===== src/rtl/instr_assembler.sv =====
// Field-level MIPS encoder (addu/subu/addiu) feeding a small program buffer
// that the core's fetch state reads by address.
module instr_assembler #(
   parameter int unsigned DEPTH  = 8,
   parameter int unsigned ADDR_W = 3
) (
   input  logic              clk,
   input  logic              rst_n,
   input  logic              clear,
   input  logic              in_valid,
   output logic              in_ready,
   input  logic [1:0]        in_op,
   input  logic [4:0]        in_rs,
   input  logic [4:0]        in_rt,
   input  logic [4:0]        in_rd,
   input  logic [15:0]       in_imm,
   input  logic              in_last,
   input  logic [ADDR_W-1:0] fetch_addr,
   output logic [31:0]       fetch_data,
   output logic [ADDR_W:0]   prog_len,
   output logic              prog_done,
   output logic              err
);

   typedef enum logic [1:0] {
      ST_ACCEPT,
      ST_ENCODE,
      ST_WRITE,
      ST_SEALED
   } state_t;

   typedef enum logic [1:0] {
      OP_ADDU,
      OP_SUBU,
      OP_ADDIU,
      OP_ILLEGAL
   } op_t;

   localparam logic [ADDR_W:0] LEN_ONE  = (ADDR_W+1)'(1);
   localparam logic [ADDR_W:0] LEN_FULL = (ADDR_W+1)'(DEPTH);

   state_t            state;
   state_t            state_nxt;

   logic              take;
   logic              set_err;
   logic              enc_load;
   logic              store;

   op_t               lat_op;
   logic [4:0]        lat_rs;
   logic [4:0]        lat_rt;
   logic [4:0]        lat_rd;
   logic [15:0]       lat_imm;
   logic              lat_last;

   logic [31:0]       enc;
   logic [31:0]       enc_word;
   logic [ADDR_W:0]   len_inc;
   logic [ADDR_W-1:0] wr_ptr;

   logic [31:0]       mem [DEPTH];

   assign len_inc   = prog_len + LEN_ONE;
   assign wr_ptr    = prog_len[ADDR_W-1:0];
   assign prog_done = (state == ST_SEALED);

   always_ff @(posedge clk or negedge rst_n) begin
      if (!rst_n) begin
         state <= ST_ACCEPT;
      end else begin
         state <= state_nxt;
      end
   end

   always_comb begin
      state_nxt = state;
      in_ready  = 1'b0;
      take      = 1'b0;
      set_err   = 1'b0;
      enc_load  = 1'b0;
      store     = 1'b0;
      unique case (state)
         ST_ACCEPT: begin
            in_ready = 1'b1;
            if (in_valid) begin
               take = 1'b1;
               if (op_t'(in_op) == OP_ILLEGAL) begin
                  set_err   = 1'b1;
                  state_nxt = in_last ? ST_SEALED : ST_ACCEPT;
               end else begin
                  state_nxt = ST_ENCODE;
               end
            end
         end
         ST_ENCODE: begin
            enc_load  = 1'b1;
            state_nxt = ST_WRITE;
         end
         ST_WRITE: begin
            store     = 1'b1;
            state_nxt = (lat_last || (len_inc == LEN_FULL)) ? ST_SEALED : ST_ACCEPT;
         end
         ST_SEALED: begin
            state_nxt = ST_SEALED;
         end
      endcase
      // clear wins over any handshake or write happening in the same cycle
      if (clear) begin
         state_nxt = ST_ACCEPT;
         take      = 1'b0;
         set_err   = 1'b0;
         enc_load  = 1'b0;
         store     = 1'b0;
      end
   end

   always_comb begin
      enc_word = '0;
      case (lat_op)
         OP_ADDU:  enc_word = {6'b000000, lat_rs, lat_rt, lat_rd, 5'b00000, 6'b100001};
         OP_SUBU:  enc_word = {6'b000000, lat_rs, lat_rt, lat_rd, 5'b00000, 6'b100011};
         OP_ADDIU: enc_word = {6'b001001, lat_rs, lat_rt, lat_imm};
         default:  enc_word = '0;
      endcase
   end

   always_ff @(posedge clk or negedge rst_n) begin
      if (!rst_n) begin
         lat_op     <= OP_ADDU;
         lat_rs     <= '0;
         lat_rt     <= '0;
         lat_rd     <= '0;
         lat_imm    <= '0;
         lat_last   <= 1'b0;
         enc        <= '0;
         prog_len   <= '0;
         err        <= 1'b0;
         fetch_data <= '0;
      end else begin
         if (take) begin
            lat_op   <= op_t'(in_op);
            lat_rs   <= in_rs;
            lat_rt   <= in_rt;
            lat_rd   <= in_rd;
            lat_imm  <= in_imm;
            lat_last <= in_last;
         end
         if (enc_load) begin
            enc <= enc_word;
         end
         if (clear) begin
            prog_len <= '0;
         end else if (store) begin
            prog_len <= len_inc;
         end
         if (clear) begin
            err <= 1'b0;
         end else if (set_err) begin
            err <= 1'b1;
         end
         // the entry being written this cycle is still beyond prog_len, so it reads as nop
         fetch_data <= ({1'b0, fetch_addr} < prog_len) ? mem[fetch_addr] : '0;
      end
   end

   always_ff @(posedge clk) begin
      if (store) begin
         mem[wr_ptr] <= enc;
      end
   end

endmodule

===== config.mk =====
export PLATFORM = sky130hd
export DESIGN_NAME = instr_assembler
export DESIGN_NICKNAME = d
export VERILOG_FILES = /design/src/rtl/instr_assembler.sv
export SDC_FILE = /design/constraint.sdc
export NUM_CORES = 1
export LEC_CHECK = 0
export BUFFER_PORTS_ARGS = -buffer_cell sky130_fd_sc_hd__buf_2
export CAP_MARGIN = 0
export CORE_ASPECT_RATIO = 1.75
export CORE_MARGIN = 2
export CORE_UTILIZATION = 50
export DETAILED_ROUTE_END_ITERATION = 8
export PLACE_DENSITY_LB_ADDON = 0.25
export SLEW_MARGIN = 10
export SYNTH_ARGS = -nofsm -noshare
export SYNTH_HDL_FRONTEND = slang
export SYNTH_SLANG_ARGS = --single-unit

===== constraint.sdc =====
create_clock -name clk -period 4.4 [get_ports clk]
set_clock_uncertainty 0.15 [all_clocks]
set_input_delay 0.66 -clock clk [delete_from_list [all_inputs] [get_ports clk]]
set_output_delay 0.66 -clock clk [all_outputs]
set_load 0.02 [all_outputs]

== Word level (Yosys, flattened, before mapping) ==
Memories as Yosys holds them, arrays and structs flattened.
Cells that the tools add are included.
W data, S select, Z words.

* Bits in writable memories: 256
* Bits of input ports: 41
* Word-level logic and storage cells: 53
* Output and inout port bits: 39
* Memories kept: 1
* Bits in registers: 105

* Reduce and logical (&&, ||, !) cells: 5
* Equal/unequal tests: 8
* Add/sub/neg operators: 1
* Muxes and demuxes: 26
* Order comparisons: 1

{| class="wikitable"
|+ Memories
! name !! depth !! width !! rd ports !! clocked after memory_dff !! write ports !! RTL line !! RTL
|-
| mem || 8 || 32 || 1 || 0 || 1 || 62 || <nowiki>logic [31:0] mem [DEPTH];</nowiki>
|}

{| class="wikitable"
|+ Operators with widths
! kind !! number
|-
| $pmux W30 S3 || 1
|-
| $mux W32 || 1
|-
| $mux W1 || 16
|-
| $mux W2 || 5
|-
| $eq A2 B2 Y1 const B || 4
|-
| $mux W4 || 2
|-
| $pmux W2 S4 || 1
|-
| $add A4 B1 Y4 const B || 1
|-
| $eq A2 B1 Y1 const B || 2
|-
| $eq A4 B4 Y1 const B || 1
|-
| $logic_not A2 Y1 || 2
|-
| $lt A3 B4 Y1 || 1
|-
| $reduce_bool A2 Y1 || 2
|-
| $ne A3 B3 Y1 const B || 1
|-
| $logic_or A1 B1 Y1 || 1
|}

== Depth between registers and ports, before layout ==
* Depth after elaboration: 7
* Depth in mapped cells: 8
* Depth with buffers taken out: 5

== Worst setup path before layout ==
Ideal clock, no wire load.

* Path type: reg2reg
* From: register state[1]
* To: memory mem[1][0], enable pin
* Slack: 1.010 ns
* Stages on the path, launching flop included: 5
* Library setup time: 0.445 ns
* Clock period less this slack: 3.390 ns
* Buffers on the path: 1
* Arrival: 2.795 ns
* Data required time: 3.805 ns
* Cell sequence: dfrtp_1 -> nor2b_1 -> clkbuf_1 -> nand3_1 -> nor3_1

* Cells in the longest elaborated chain, start to end: 5

{| class="wikitable"
|+ Ends and longest elaborated chain
! element !! RTL line !! RTL
|-
| from (decl) || 42 || <nowiki>state_t state;</nowiki>
|-
| from (signal assigned) || 72 || <nowiki>state <= state_nxt;</nowiki>
|-
| $eq A2 B2 Y1 || 83 || <nowiki>unique case (state)</nowiki>
|-
| $mux W1 || 83 ||
|-
| $mux W1 || 109 || <nowiki>if (clear) begin</nowiki>
|-
| $mux W1 || 168 || <nowiki>if (store) begin</nowiki>
|-
| $mux W1 (not written as such) || 169 || <nowiki>mem[wr_ptr] <= enc;</nowiki>
|-
| to (decl) || 62 ||
|}

No other way between the ends.

== Worst setup path after layout ==
* From: register state[1]
* To: memory mem[3][23], enable pin

Same word-level chain as after synthesis.

==> run_results.csv <==
group,metric,value,unit
logic_synthesis,synth.most_common_cell,"edfxtp_1",
critical_path,crit_fanout,27,
final_layout,fillers,1862,
power_and_ir_drop,ir_drop,0.000333,V
sta,setup_viol,0,
critical_path,end_kind,"flop",
place,dp_slack,1.59,ns
logic_synthesis,synth.avg_cell_area,16.9,um2
die,rows,74,
global_route,grt_max_degree,69,
clock_network,cts_buffers,26,
global_route,grt_use_total,0.185,
global_route,grt_pass1_vias,6421,
routing,drt-initial-drc-count,374,
critical_path,start_kind,"flop",
final_layout,instances_no_fill,1103,
die,die_area,25000,um2
critical_path,worstPathRequired,4.39,ns
critical_path,critical_path_class,"reg2reg",
clock_network,path_clk_slew,0.07,ns
sta,fin_ws,1.77,ns
critical_path,max_stage_delay,0.91,ns
sta,worstMarginPinSlew,1.09,ns
die,ios,80,
place,gp_congestion,0.773,
logic_synthesis,seq_area_frac_synth,0.747,
power_and_ir_drop,p_per_area,503,nW/um2
clock_network,post_cts_resized,0,
clock_network,clk_path_buf_depth,3,
clock_network,cts_tree,"built",
critical_path,arrival,2.62,ns
sta,max_freq,380,MHz
sta,grt_setup_unrepaired,"false",
logic_synthesis,yosysTopAreaCell,"edfxtp_1",
routing,routed_via_density,5.51,
status,status,"finished, final reports clean",
worst_hold_path,min_path_type,"in2async",
sta,slew_violations,0,
logic_synthesis,post_synth_num_cell_types,37,
sta,hold_viol_final,0,
critical_path,crit_chain,"nor2b_1, nand3_1, nor2_4",
routing,post-route-drc-count,0,
die,die_w,120,um
flow_run,cap_violations,0,
place,io_buffers,75,
power_and_ir_drop,p_leak,5.28,nW
clock_network,post_cts_buffers,0,
logic_synthesis,async_reset_ff_frac,0.305,
clock_network,cts_hold_buf,0,
die,dieHeight,208,um
logic_synthesis,ys_ff_latch,311,
final_layout,final_nets,823,
final_layout,drive_above_1_share,0.224,
routing,via_count,6075,
sta,period_minus_slack,2.63,ns
logic_synthesis,synth_commonest_cells,"edfxtp_1, mux2i_1, dfrtp_1",
place,dp_hpwl,13.7,mm
place,dp_cells,1055,
logic_synthesis,ys_top_cells_by_area,"edfxtp_1, dfrtp_1, mux2i_1",
routing,wl,22.7,mm
logic_synthesis,yosysWarnings,0,
clock_network,htreeDepth,1,
die,initial_utilization,0.509,
sta,finalSetupTns,0,ns
routing,ant_nets,0,
global_route,grt-ovfl-total,0,
sta,period_share,0.598,
logic_synthesis,synth_flop_cell,"edfxtp_1",
critical_path,cp_slowest_cell,"nor2_4",
clock_network,clk_latency,0.52,ns
routing,dr.pass1.iters,5,
clock_network,cts-root-buf,"clkbuf_16",
clock_network,cts.sinks,311,
logic_synthesis,synthDominantCellAreaShare,0.547,
final_layout,area_growth,12.6,%
logic_synthesis,syn_area,11900,um2
logic_synthesis,syn_inst,702,
final_layout,diodes,0,
logic_synthesis,synth_edf_count,216,
routing,wl_per_cell,20.6,um
sta,slew_headroom,0.272,
global_route,grt_pass1_wl,35.4,mm
global_route,antenna_found_initial,0,
die,core_region_area,23300,um2
[flip-flops by register name, indices dropped and copies added (netlist names)]
signal	count
mem	216
enc	27
fetch_data	27
lat_imm	16
lat_rd	5
lat_rs	5
lat_rt	5
prog_len	4
lat_op	2
state	2
err	1
lat_last	1
[final timing paths]
check | start | to | slack [ns] | cells after the start
max | state[1] | mem[3][23] | 1.77 | 3
min | rst_n | fetch_data[8] | 0.14 | 1
max reg2reg | state[1] | mem[3][23] | 1.77 | 3
min reg2reg | lat_rd[3] | lat_rd[3] | 0.34 | 1
max in group asynchronous | rst_n | enc[1] | 3.02 | 2
min in group clk | in_rd[3] | lat_rd[3] | 0.19 | 2
[cells by family (layout without fill, tap and decap cells)]
family | Yosys count | in the layout | synth area share
and+or+nand+nor | 96 | 96 | 0.0410
AOI/OAI and AO/OA | 98 | 98 | 0.0580
other | 1 | 4 | 0.000316
buffers and inverters | 47 | 141 | 0.0240
xor gates and xnor gates | 3 | 3 | 0.00221
muxes | 143 | 143 | 0.124
adders and majority gates | 3 | 3 | 0.00316
DFF | 311 | 311 | 0.747
[placed cells by master, fill, tap and decap left out, types with 15 or more instances in the layout]
cell,Yosys,final
a22oi_1,54,54
clkbuf_16,0,27
edfxtp_1,216,216
dfrtp_1,95,95
nand2_1,30,30
buf_4,8,16
o21ai_0,15,15
and3_1,28,28
mux2i_1,108,108
mux2_2,32,32
buf_2,15,73
[power by group]
| part | switching, W | total [W] | internal (W) |
|---|---|---|---|
| Combinational | 0.000271 | 0.000516 | 0.000244 |
| Sequential | 0.000344 | 0.00396 | 0.00362 |
| Clock | 0.000965 | 0.00224 | 0.00128 |
| Total | 0.00158 | 0.00672 | 0.00514 |
[area by class of cell]
type	instances	area (um2)	area share
flip-flops and latches	311	8860	0.663
multi-input cells	347	2770	0.207
inverters	4	15.0	0.00112
repair buffers	89	485	0.0363
clock buffers	39	777	0.0581
well taps	304	380	0.0285
clock inverters	9	71.3	0.00534
[layer usage]
| metal | track usage | share of wire | up-vias | wire (um) |
|---|---|---|---|---|
| li1 | - | - | 2809 | - |
| met1 | 0.224 | 0.39 | 3077 | 8790 |
| met2 | 0.340 | 0.55 | 152 | 12400 |
| met3 | 0.0239 | 0.042 | 37 | 955 |
| met4 | 0.0561 | 0.023 | 0 | 522 |
| met5 | 0 | 0 | - | 0 |
[critical path, delay by kind of cell, from the launching register on]
kind	cells	cell delay, ns
flops	1	0.40
simple gates	3	1.68
[per-stage QoR]
step | hold slack, ns | util | total power [W] | area (um2)
3_5_place_dp | 0.325 | 0.536 | 0.00455 | 12500
2_1_floorplan | 0.214 | - | 0.00427 | 11900
6_report | 0.144 | 0.573 | 0.00672 | 13400
5_1_grt | 0.195 | 0.573 | 0.00699 | 13400
3_3_place_gp | 0.316 | 0.536 | 0.00448 | 12500
4_1_cts | 0.177 | 0.573 | 0.00679 | 13400
Note: power is estimated with default switching activity, not from simulation.
